$ cat config.mk
export PLATFORM = sky130hd
export DESIGN_NAME = output_stream_writer_burst_scheduler
export DESIGN_NICKNAME = d
export VERILOG_FILES = /design/src/rtl/output_stream_writer_pkg.sv /design/src/rtl/output_stream_writer_burst_scheduler_credit_counter.sv /design/src/rtl/output_stream_writer_burst_scheduler.sv
export SDC_FILE = /design/constraint.sdc
export NUM_CORES = 1
export LEC_CHECK = 0
export BUFFER_PORTS_ARGS = -buffer_cell sky130_fd_sc_hd__buf_4
export CAP_MARGIN = 20
export CORE_MARGIN = 5
export CORE_UTILIZATION = 57
export CTS_BUF_LIST = sky130_fd_sc_hd__clkbuf_8
export CTS_CLUSTER_DIAMETER = 200
export DETAILED_ROUTE_END_ITERATION = 7
export PLACE_DENSITY = 0.84
export SLEW_MARGIN = 40
export SYNTH_ARGS = -nofsm -noshare
export SYNTH_HDL_FRONTEND = slang
export SYNTH_SLANG_ARGS = --single-unit
$ cat constraint.sdc
create_clock -name clk -period 7.6 [get_ports clk]
set_clock_uncertainty 0.05 [all_clocks]
set_input_delay 0.38 -clock clk [delete_from_list [all_inputs] [get_ports clk]]
set_output_delay 0.38 -clock clk [all_outputs]
set_load 0.01 [all_outputs]
$ cat src/rtl/output_stream_writer_pkg.sv
// Shared types and width helpers for the output stream writer burst scheduler.
package output_stream_writer_pkg;

  typedef enum logic [1:0] {
    ST_IDLE,
    ST_WAIT_LEN,
    ST_ISSUE
  } state_t;

  // Descriptor fields are sized for the default 48-bit address / 4 KiB burst configuration.
  localparam int DESC_ADDR_BITS = 48;
  localparam int DESC_LEN_BITS  = 13;

  typedef struct packed {
    logic [DESC_ADDR_BITS-1:0] addr;
    logic [DESC_LEN_BITS-1:0]  len;
    logic                      last;
  } desc_t;

  function automatic int chunk_bits(input int max_burst_bytes);
    return $clog2(max_burst_bytes) + 1;
  endfunction

  function automatic int credit_bits(input int max_outstanding);
    return $clog2(max_outstanding + 1);
  endfunction

endpackage

$ cat src/rtl/output_stream_writer_burst_scheduler_credit_counter.sv
// Tracks issued-but-uncompleted descriptors; completions at zero are flagged, not counted.
module credit_counter
  import output_stream_writer_pkg::*;
#(
  parameter int MAX = 8,
  parameter int W   = credit_bits(MAX)
) (
  input  logic         clk,
  input  logic         rst,
  input  logic         inc,
  input  logic         dec,
  output logic [W-1:0] count,
  output logic         full,
  output logic         underflow
);

  always_ff @(posedge clk) begin
    if (rst) begin
      count <= '0;
    end else begin
      case ({inc, dec})
        2'b10:   count <= count + W'(1);
        2'b01:   if (count != '0) count <= count - W'(1);
        default: count <= count;
      endcase
    end
  end

  assign full      = (count == W'(MAX));
  assign underflow = dec && (count == '0);

endmodule

$ cat src/rtl/output_stream_writer_burst_scheduler.sv
// Splits transfer lengths into boundary-aligned write bursts, throttled by a completion credit counter.
module output_stream_writer_burst_scheduler
  import output_stream_writer_pkg::*;
#(
  parameter int TRANSFER_ADDRESS_LEN_BITS = 32,
  parameter int VADDR_BITS                = 48,
  parameter int MAX_BURST_BYTES           = 4096,
  parameter int MAX_OUTSTANDING           = 8
) (
  input  logic                                   clk,
  input  logic                                   rst,
  input  logic [VADDR_BITS-1:0]                  i_cfg_addr,
  input  logic                                   i_cfg_valid,
  output logic                                   o_cfg_ready,
  input  logic [TRANSFER_ADDRESS_LEN_BITS-1:0]   i_len_data,
  input  logic                                   i_len_valid,
  output logic                                   o_len_ready,
  output logic [VADDR_BITS-1:0]                  o_desc_addr,
  output logic [chunk_bits(MAX_BURST_BYTES)-1:0] o_desc_len,
  output logic                                   o_desc_last,
  output logic                                   o_desc_valid,
  input  logic                                   i_desc_ready,
  input  logic                                   i_done,
  output logic [credit_bits(MAX_OUTSTANDING)-1:0] o_outstanding,
  output logic                                   o_busy,
  output logic                                   o_err
);

  localparam int CHUNK_BITS  = chunk_bits(MAX_BURST_BYTES);
  localparam int CREDIT_BITS = credit_bits(MAX_OUTSTANDING);
  localparam int OFF_BITS    = $clog2(MAX_BURST_BYTES);
  localparam int LEN_BITS    = TRANSFER_ADDRESS_LEN_BITS;

  state_t                 state, state_next;
  logic [VADDR_BITS-1:0]  cur_addr;
  logic [LEN_BITS-1:0]    remaining;
  logic [CHUNK_BITS-1:0]  room, chunk;
  logic                   last;
  logic                   cfg_hs, len_hs, desc_hs;
  logic                   credit_full, underflow;
  logic [CREDIT_BITS-1:0] outstanding;
  desc_t                  desc;

  assign cfg_hs  = i_cfg_valid && o_cfg_ready;
  assign len_hs  = i_len_valid && o_len_ready;
  assign desc_hs = o_desc_valid && i_desc_ready;

  credit_counter #(.MAX(MAX_OUTSTANDING), .W(CREDIT_BITS)) u_credits (
    .clk       (clk),
    .rst       (rst),
    .inc       (desc_hs),
    .dec       (i_done),
    .count     (outstanding),
    .full      (credit_full),
    .underflow (underflow)
  );

  // A burst stops at the next MAX_BURST_BYTES boundary or at the end of the transfer.
  always_comb begin
    room  = CHUNK_BITS'(MAX_BURST_BYTES) - {1'b0, cur_addr[OFF_BITS-1:0]};
    chunk = (remaining < LEN_BITS'(room)) ? remaining[CHUNK_BITS-1:0] : room;
    last  = (LEN_BITS'(chunk) == remaining);
  end

  always_ff @(posedge clk) begin
    if (rst) state <= ST_IDLE;
    else     state <= state_next;
  end

  always_comb begin
    state_next = state;
    case (state)
      ST_IDLE:     if (cfg_hs) state_next = ST_WAIT_LEN;
      ST_WAIT_LEN: if (len_hs && (i_len_data != '0)) state_next = ST_ISSUE;
      ST_ISSUE:    if (desc_hs && last) state_next = ST_WAIT_LEN;
      default:     state_next = ST_IDLE;
    endcase
  end

  always_comb begin
    o_cfg_ready  = 1'b0;
    o_len_ready  = 1'b0;
    o_desc_valid = 1'b0;
    o_desc_addr  = '0;
    o_desc_len   = '0;
    o_desc_last  = 1'b0;
    desc.addr    = DESC_ADDR_BITS'(cur_addr);
    desc.len     = DESC_LEN_BITS'(chunk);
    desc.last    = last;
    case (state)
      ST_IDLE: o_cfg_ready = 1'b1;
      ST_WAIT_LEN: begin
        o_cfg_ready = 1'b1;
        o_len_ready = !i_cfg_valid;
      end
      ST_ISSUE: begin
        o_desc_valid = !credit_full;
        o_desc_addr  = VADDR_BITS'(desc.addr);
        o_desc_len   = CHUNK_BITS'(desc.len);
        o_desc_last  = desc.last;
      end
      default: ;
    endcase
  end

  // cur_addr carries over between transfers so consecutive lengths pack back-to-back.
  always_ff @(posedge clk) begin
    if (rst) begin
      cur_addr  <= '0;
      remaining <= '0;
      o_err     <= 1'b0;
    end else begin
      if (cfg_hs)       cur_addr <= i_cfg_addr;
      else if (desc_hs) cur_addr <= cur_addr + VADDR_BITS'(chunk);
      if (len_hs)       remaining <= i_len_data;
      else if (desc_hs) remaining <= remaining - LEN_BITS'(chunk);
      if (underflow)    o_err <= 1'b1;
    end
  end

  assign o_outstanding = outstanding;
  assign o_busy        = (state == ST_ISSUE) || (outstanding != '0);

endmodule

==> flow_summary.ini, run 1 <==
[drt]
detail-route-antenna-nets = 0
wire_per_inst_um = 17.4
wirelength_um = 21300
vias_per_cell = 6.06
first_pass_iters = 6
vias = 7438
first_iter_violations = 823
drcViolationCount = 0

[die]
die_w_um = 121
coreArea_um2 = 12100
die_area_um2 = 14700
pin_count = 157
start_util = 0.586
die_h_um = 121
fp-row-count = 40

[synthesis]
synth_edf_count = 0
synth_fa_ha_area_frac = 0.0811
synth_compound_area_frac = 0.221
muxShareOfSynthArea = 0.0297
synth_cells = 936
synth.avg_cell_area_um2 = 7.55
yosys.area_share.simple = 0.300
yosysTopAreaCell = dfxtp_1
synth_warnings = 0
syn_nets = 1066
netlist_area_um2 = 7070
synth_top_family_by_area = simple AND/OR/NAND/NOR gates
synth.most_common_cell = nor2_1
ys_async_sr_fraction = 0
ys.flop_type = dfxtp_1
synth_seq_cells = 87
ys_seq_area_frac = 0.246
yosys-top-cells-count = 118 x nor2_1, 87 x dfxtp_1, 87 x nand2_1
ys_top_cells_by_area = dfxtp_1 25%, ha_1 7.3%, nor2_1 6.3%
synth.distinct_cells = 68
synth_xor_area_frac = 0.0694
netlist.area_leader.share = 0.246

[cts]
postCtsHoldBufs = 0
cts_resized = 0
cts_tree = built
htreeDepth = 3
clockBufferDepth = 2
numClockSinks = 87
clockRootBuffer = clkbuf_8
cts_inserted_buffers = 9
clock_latency_ns = 0.39
path_clk_slew_ns = 0.10
cts_setup_buffers = 0

[global_routing]
top_usage_layer = met2
grt_util_met2 = 0.460
grt_max_degree = 103
gr-usage-met1 = 0.386
grt_usage = 0.288
antenna_found_initial = 0
gr-usage-met3 = 0.0615
grt-ovfl-total = 0
grt_pass1_wl_um = 34800
grt_pass1_vias = 7087

[sta]
tns_ns = 0
slew-limit-headroom = 0.436
finalMaxSlewViolations = 0
rsz0062_at_grt = false
setup_viol = 0
finalCritPeriodShare = 0.833
setup_slack_ns = 1.27
clock.fmax_mhz = 158
worst_pin_slew_ns = 0.846
whs_ns = 0.182
final-hold-violation-count = 0
period_minus_slack_ns = 6.33

[pwr]
irDropWorstVdd_v = 0.000159
power_density_nw_per_um2 = 206
leakagePower_nw = 3.59

[placed_design]
io_buffers = 156
dpl_worst_slack_ns = 1.45
dp_hpwl_um = 15600
dp.cells = 1211
place_congestion = 0.965

[worst_hold_path]
holdPathStages = 3
hold_path.class = input pin to flop
min_to = cur_addr[1]
worstHoldStart = i_cfg_addr[1]

[critical_path]
reg2reg_depth = 23
cp-end-kind = flop
path_max_fanout = 13
crit_arrival_ns = 6.57
worst-endpoint-required_ns = 7.84
r2r-end = remaining[20]
path_class = flop to flop
cp-start-kind = flop
reg2reg_from = cur_addr[0]
rrSetupSlack_ns = 1.27

[layout]
layoutNonFillerInstCount = 1227
diodes = 0
nets = 1184
area_growth_pct = 20.7
drive_above_1_share = 0.196
utilization = 0.707

[flow_run]
cap_violations = 0

[status]
status = completed
-- critical path: stages (launching register included) --
cell      delay, ns
dfxtp_1        0.37
inv_1          0.13
ha_1           0.20
nor3b_1        0.33
nand2_1        0.13
or2_2          0.33
nor4_1         0.23
xnor2_1        0.21
inv_1          0.08
ha_1           0.29
a21oi_1        0.12
o21ai_0        0.10
a211o_2        0.47
mux2i_1        0.31
ha_1           0.23
inv_1          0.06
fa_1           0.42
a211oi_1       0.26
o21bai_1       0.16
a221oi_1       0.63
o211ai_1       0.29
nor4b_1        0.46
nor4b_1        0.10
a211o_1        0.25
-- worst max-delay path by stage --
stage	slack, ns	to	cells past startpoint	from
2_1_floorplan	2.30	remaining[20]	23	cur_addr[1]
3_3_place_gp	1.60	remaining[20]	23	cur_addr[1]
3_5_place_dp	1.45	remaining[20]	23	cur_addr[0]
4_1_cts	1.39	remaining[20]	23	cur_addr[0]
5_1_grt	0.75	remaining[20]	22	cur_addr[0]
6_report	1.27	remaining[20]	23	cur_addr[0]
-- kinds of logic after synthesis --
group,Yosys count
buffers and inverters,92
muxes,17
and+or+nand+nor,411
adders and majority gates,44
DFF,87
xor gates and xnor gates,56
AOI/OAI and AO/OA,229
-- metal layers --
metal	vias up	wire length (um)
li1	3634	-
met1	3500	9480
met2	268	9990
met3	36	1400
met4	0	433
met5	-	0
-- final cells by class --
class	instances	area, um2
fill	1064	3530
tap	168	210
clock inverter	6	116
timing repair buffer	159	1200
clock buffer	10	138
multi-input combinational	757	4970
sequential	87	1740
inverter	40	150
-- per-stage QoR --
step	total power [mW]	area [um2]
finish	1.76	8530
global placement	1.31	8260
floorplan	1.12	7070
global route	1.88	8530
detailed placement	1.33	8270
CTS	1.75	8520
-- flip-flops by register name (all words and copies together) (netlist names) --
| signal | count |
|---|---|
| cur_addr | 48 |
| remaining | 32 |
| u_credits.count | 4 |
| state | 2 |
| o_err | 1 |
-- cells in the final DEF (no fill, tap or decap), drive strengths merged, types with 11 or more instances in the layout --
cell,netlist,routed
a211oi,41,41
or3,11,11
mux2i,15,15
nand2,87,87
nor3,28,28
xor2,23,23
a21oi,52,52
xnor2,33,33
buf,8,159
o21ai,27,27
a21o,12,12
a22oi,18,18
dfxtp,87,87
nand4,19,19
nand3,23,23
nor2,118,118
and2,50,50
nor4,22,22
ha,41,41
o211ai,15,15
inv,40,41
-- report_power, final --
group / total, mW / switching (mW) / internal, mW
logic: 0.786 / 0.448 / 0.338
registers: 0.549 / 0.0536 / 0.495
clock network: 0.421 / 0.192 / 0.230
total: 1.76 / 0.693 / 1.06
(Power assumes the default switching activity.)
==> run 2: changes to the inputs <==
ABC_AREA = 1   (was unset)
CORE_UTILIZATION = 59   (was 57)
PLACE_DENSITY = 0.85   (was 0.84)
clock period = 5.83 ns   (was 7.6 ns; I/O delays follow)
==> flow_summary.ini, run 2 <==
[synthesis]
netlist_area_um2 = 8590
muxShareOfSynthArea = 0
netlist.area_leader.share = 0.203
syn_nets = 1642
synth_xor_area_frac = 0.0275
yosysTopAreaCell = dfxtp_1
synth_seq_cells = 87
ys_async_sr_fraction = 0
yosys-top-cells-count = 412 x nand2_1, 219 x nor2_1, 204 x inv_1
yosys.area_share.simple = 0.428
synth_top_family_by_area = simple AND/OR/NAND/NOR gates
synth_cells = 1512
ys_top_cells_by_area = dfxtp_1 20%, nand2_1 18%, nor2_1 9.6%
ys.flop_type = dfxtp_1
ys_seq_area_frac = 0.203
synth.avg_cell_area_um2 = 5.68
synth_compound_area_frac = 0.157
synth.most_common_cell = nand2_1
synth_fa_ha_area_frac = 0.0667
synth_edf_count = 0
synth_warnings = 0
synth.distinct_cells = 40

[drt]
detail-route-antenna-nets = 0
wirelength_um = 28600
first_iter_violations = 1001
vias = 10200
drcViolationCount = 0
first_pass_iters = 7
wire_per_inst_um = 15.7
vias_per_cell = 5.56

[cts]
postCtsHoldBufs = 0
clockBufferDepth = 2
cts_setup_buffers = 0
clockRootBuffer = clkbuf_8
clock_latency_ns = 0.39
cts_tree = built
numClockSinks = 87
htreeDepth = 3
cts_resized = 0
cts_inserted_buffers = 9
path_clk_slew_ns = 0.09

[placed_design]
dp_hpwl_um = 22300
dp.cells = 1813
place_congestion = 1.02
io_buffers = 156
dpl-instance-area_um2 = 9830

[die]
start_util = 0.596
fp-row-count = 44
die_w_um = 131
pin_count = 157
die_h_um = 131
coreArea_um2 = 14400
die_area_um2 = 17100

[flow_run]
cap_violations = 0

[layout]
area_growth_pct = 16.8
finalInstanceArea_um2 = 10000
layoutNonFillerInstCount = 1830
diodes = 0
largest_reg_flops = 48
reg_top3 = cur_addr x48, remaining x32, u_credits.count x4
layout_commonest_cell = nand2_1
largest_register = cur_addr
nets = 1771
layout_common_cells = 410 x nand2_1, 218 x nor2_1, 204 x inv_1, 162 x buf_4, 125 x nand3_1
drive_above_1_share = 0.147

[global_routing]
gr-usage-met1 = 0.475
grt_max_degree = 77
gr-usage-met3 = 0.0760
grt-ovfl-total = 0
grt_pass1_vias = 9308
grt_usage = 0.332
top_usage_layer = met2
grt_pass1_wl_um = 45500
grt_util_met2 = 0.503
antenna_found_initial = 0

[critical_path]
cp-start-kind = flop
path_max_fanout = 24
cpMaxStageDelayCell = fa_1
cp.buffers_inverters = 4
worst-endpoint-required_ns = 6.10
cp-end-kind = flop
crit_top_cell = nand2_1
path_class = flop to flop
crit_arrival_ns = 5.61
cp_top_family = simple AND/OR/NAND/NOR gates
cpPeakStageDelay_ns = 0.40

[pwr]
power_mw = 2.75
power_density_nw_per_um2 = 274
leakagePower_nw = 4.80
irDropWorstVdd_v = 0.000150

[sta]
slew-limit-headroom = 0.471
period_minus_slack_ns = 5.34
finalMaxSlewViolations = 0
tns_ns = 0
clock.fmax_mhz = 187
rsz0062_at_grt = false
worst_pin_slew_ns = 0.794
setup_viol = 0
finalCritPeriodShare = 0.916
final-hold-violation-count = 0

[status]
status = completed

[worst_hold_path]
hold_path.class = input pin to flop
[run 2: changes by cell type in the layout (fill, tap and decap cells not counted), moves of 29 or more]
cell,previous run,this run
and2_1,50,0
nand3_1,22,125
nand2_1,86,410
inv_1,40,204
xnor2_1,33,4
a211oi_1,41,3
a21oi_1,52,123
nor2_1,117,218
o21ai_0,26,69
[run 2: stage by stage]
step | util | worst slack [ns] | hold slack (ns)
after floorplan | - | 1.53 | 0.403
after global placement | 0.681 | 0.840 | 0.396
after detailed placement | 0.682 | 0.564 | 0.398
after CTS | 0.694 | 0.488 | 0.122
after global routing | 0.696 | 0.142 | 0.134
final | 0.696 | 0.490 | 0.131
[run 2: metal layers]
layer  routed length, um  vias up
li1                    -     5122
met2               12300      448
met5                   0        -
met1               13000     4571
met4                 418        0
met3                3020       33
[run 2: cell type report]
| class | count | area, um2 |
|---|---|---|
| repair buffers | 163 | 1240 |
| flip-flops and latches | 87 | 1740 |
| clock inverters | 5 | 25.0 |
| clock buffers | 11 | 151 |
| inverters | 213 | 801 |
| fillers | 1370 | 4390 |
| well taps | 184 | 230 |
| multi-input cells | 1167 | 5850 |
[run 2: kinds of logic after synthesis]
kind of cell,Yosys count
compound gates,239
xor+xnor,27
fa+ha+maj,44
buf+inv,258
flops,87
simple gates,857
[run 2: report_power, final]
part	leakage (nW)	internal, mW	switching [mW]
registers	0.713	0.648	0.0718
logic	3.99	0.557	1.06
clock network	0.0977	0.174	0.234
total	4.80	1.38	1.37
[run 2: worst paths after layout]
check           startpoint      endpoint  slack (ns)  depth (start not counted)
min          i_cfg_addr[3]   cur_addr[3]        0.13                          3
max            cur_addr[1]  cur_addr[22]        0.49                         30
min reg2reg          o_err         o_err        0.42                          2
max reg2reg    cur_addr[1]  cur_addr[22]        0.49                         30
[run 2: worst min-delay path, cell delays in order]
cell	delay (ns)
buf_4	0.08
a21oi_1	0.05
a21oi_1	0.11
==> run 3: changes to the inputs <==
CORE_UTILIZATION = 58   (was 59)
CTS_BUF_LIST = sky130_fd_sc_hd__clkbuf_16   (was sky130_fd_sc_hd__clkbuf_8)
PLACE_DENSITY = 0.84   (was 0.85)
==> flow_summary.ini, run 3 (same netlist as run 2, synthesis figures left out) <==
[critical_path]
reg2reg_depth = 28
cp-end-kind = flop
crit_top_cell = nand2_1
rrSetupSlack_ns = 0.45
reg2reg_from = cur_addr[0]
r2r-end = cur_addr[22]
cpPeakStageDelay_ns = 0.41
crit_arrival_ns = 5.61
worst-endpoint-required_ns = 6.06
cp-start-kind = flop
path_class = flop to flop
endpoint = cur_addr[22]
cpMaxStageDelayCell = fa_1
path_max_fanout = 24
cp-startpoint = cur_addr[0]

[global_routing]
antenna_found_initial = 0
gr-usage-met3 = 0.0826
gr-usage-met1 = 0.460
grt_usage = 0.326
grt_max_degree = 76
grt-ovfl-total = 0
top_usage_layer = met2
grt_util_met2 = 0.495
grt_pass1_wl_um = 47500
grt_pass1_vias = 9424

[drt]
vias_per_cell = 5.60
first_iter_violations = 1025
drcViolationCount = 0
first_pass_iters = 7
wire_per_inst_um = 16.1
wirelength_um = 29400
vias = 10200
detail-route-antenna-nets = 0

[layout]
ff_latch_area_um2 = 1740
largest_register = cur_addr
area_growth_pct = 18.1
largest_reg_flops = 48
multi_input_area_um2 = 5840
diodes = 0
layout_common_cells = 410 x nand2_1, 218 x nor2_1, 202 x inv_1, 162 x buf_4, 125 x nand3_1
nets = 1770
reg_top3 = cur_addr x48, remaining x32, u_credits.count x4
n_fill_cell = 1378
layout_commonest_cell = nand2_1
drive_above_1_share = 0.146

[placed_design]
dp_hpwl_um = 23000
place_congestion = 1.06
dpl_worst_slack_ns = 0.596
io_buffers = 156

[cts]
htreeDepth = 3
cts_inserted_buffers = 9
cts_resized = 0
clockBufferDepth = 2
postCtsHoldBufs = 0
numClockSinks = 87
cts_setup_buffers = 0
clock_latency_ns = 0.36
cts_tree = built
path_clk_slew_ns = 0.07
clockRootBuffer = clkbuf_16

[sta]
rsz0062_at_grt = false
period_minus_slack_ns = 5.38
setup_slack_ns = 0.452
clock.fmax_mhz = 186
finalMaxSlewViolations = 0
finalCritPeriodShare = 0.923
final-hold-violation-count = 0
worst_pin_slew_ns = 0.848
slew-limit-headroom = 0.435
setup_viol = 0
whs_ns = 0.170
tns_ns = 0

[pwr]
pwr-share-seq = 0.241
p_int_mw = 1.58
clkPwrFrac = 0.213
p_comb_frac = 0.545
irDropWorstVdd_v = 0.000204
p_sw_mw = 1.41
swShare = 0.472
leakagePower_nw = 4.84
power_density_nw_per_um2 = 294

[die]
die_w_um = 132
die_area_um2 = 17300
fp-row-count = 44
start_util = 0.591
coreArea_um2 = 14500
pin_count = 157
die_h_um = 132

[flow_run]
cap_violations = 0

[worst_hold_path]
hold_path.class = input pin to flop

[status]
status = completed
-- run 3: final cells by class --
type	count	area share
clock buffers	9	0.0222
clock inverters	6	0.00851
inverters	213	0.0788
multi-input cells	1167	0.576
flip-flops and latches	87	0.172
well taps	184	0.0227
repair buffers	162	0.120
-- run 3: critical path, delay by kind of cell, from the launching register on --
| kind | cells | cell delay (ns) |
|---|---|---|
| AND/OR/NAND/NOR | 16 | 2.71 |
| adder cells (fa/ha/maj) | 3 | 0.99 |
| AO/OA/AOI/OAI | 5 | 0.60 |
| flip-flops | 1 | 0.33 |
| XOR/XNOR | 1 | 0.32 |
| buffers and inverters | 3 | 0.31 |
-- run 3: power by group through the flow --
stage                     sequential (mW)  combinational, mW  clock [mW]
final                               0.720               1.63       0.636
after global routing                0.728               1.81       0.659
after CTS                           0.717               1.60       0.635
after detailed placement            0.730               1.59           0
after global placement              0.729               1.56           0
after floorplan                     0.712               1.23           0
-- run 3: layer usage --
layer  up-vias  part of all wire
met3        54              0.11
met2       494              0.43
met4         0             0.020
met5         -                 0
li1       5104                 -
met1      4592              0.44
-- run 3: worst min path at each step --
stage / slack [ns] / depth (start not counted) / startpoint / to
after global routing: 0.17 / 3 / i_len_data[1] / remaining[1]
after detailed placement: 0.40 / 2 / o_err / o_err
final: 0.17 / 3 / i_len_data[16] / remaining[16]
after CTS: 0.17 / 3 / i_len_data[16] / remaining[16]
after floorplan: 0.40 / 2 / state[0] / state[0]
after global placement: 0.40 / 2 / o_err / o_err
-- run 3: through the flow --
step,instances,area (um2),util,power [mW]
2_1_floorplan,1512,8590,-,1.94
3_3_place_gp,1813,9830,0.676,2.29
3_5_place_dp,1813,9830,0.676,2.32
4_1_cts,1828,10100,0.698,2.96
5_1_grt,1828,10100,0.698,3.20
6_report,1828,10100,0.698,2.98
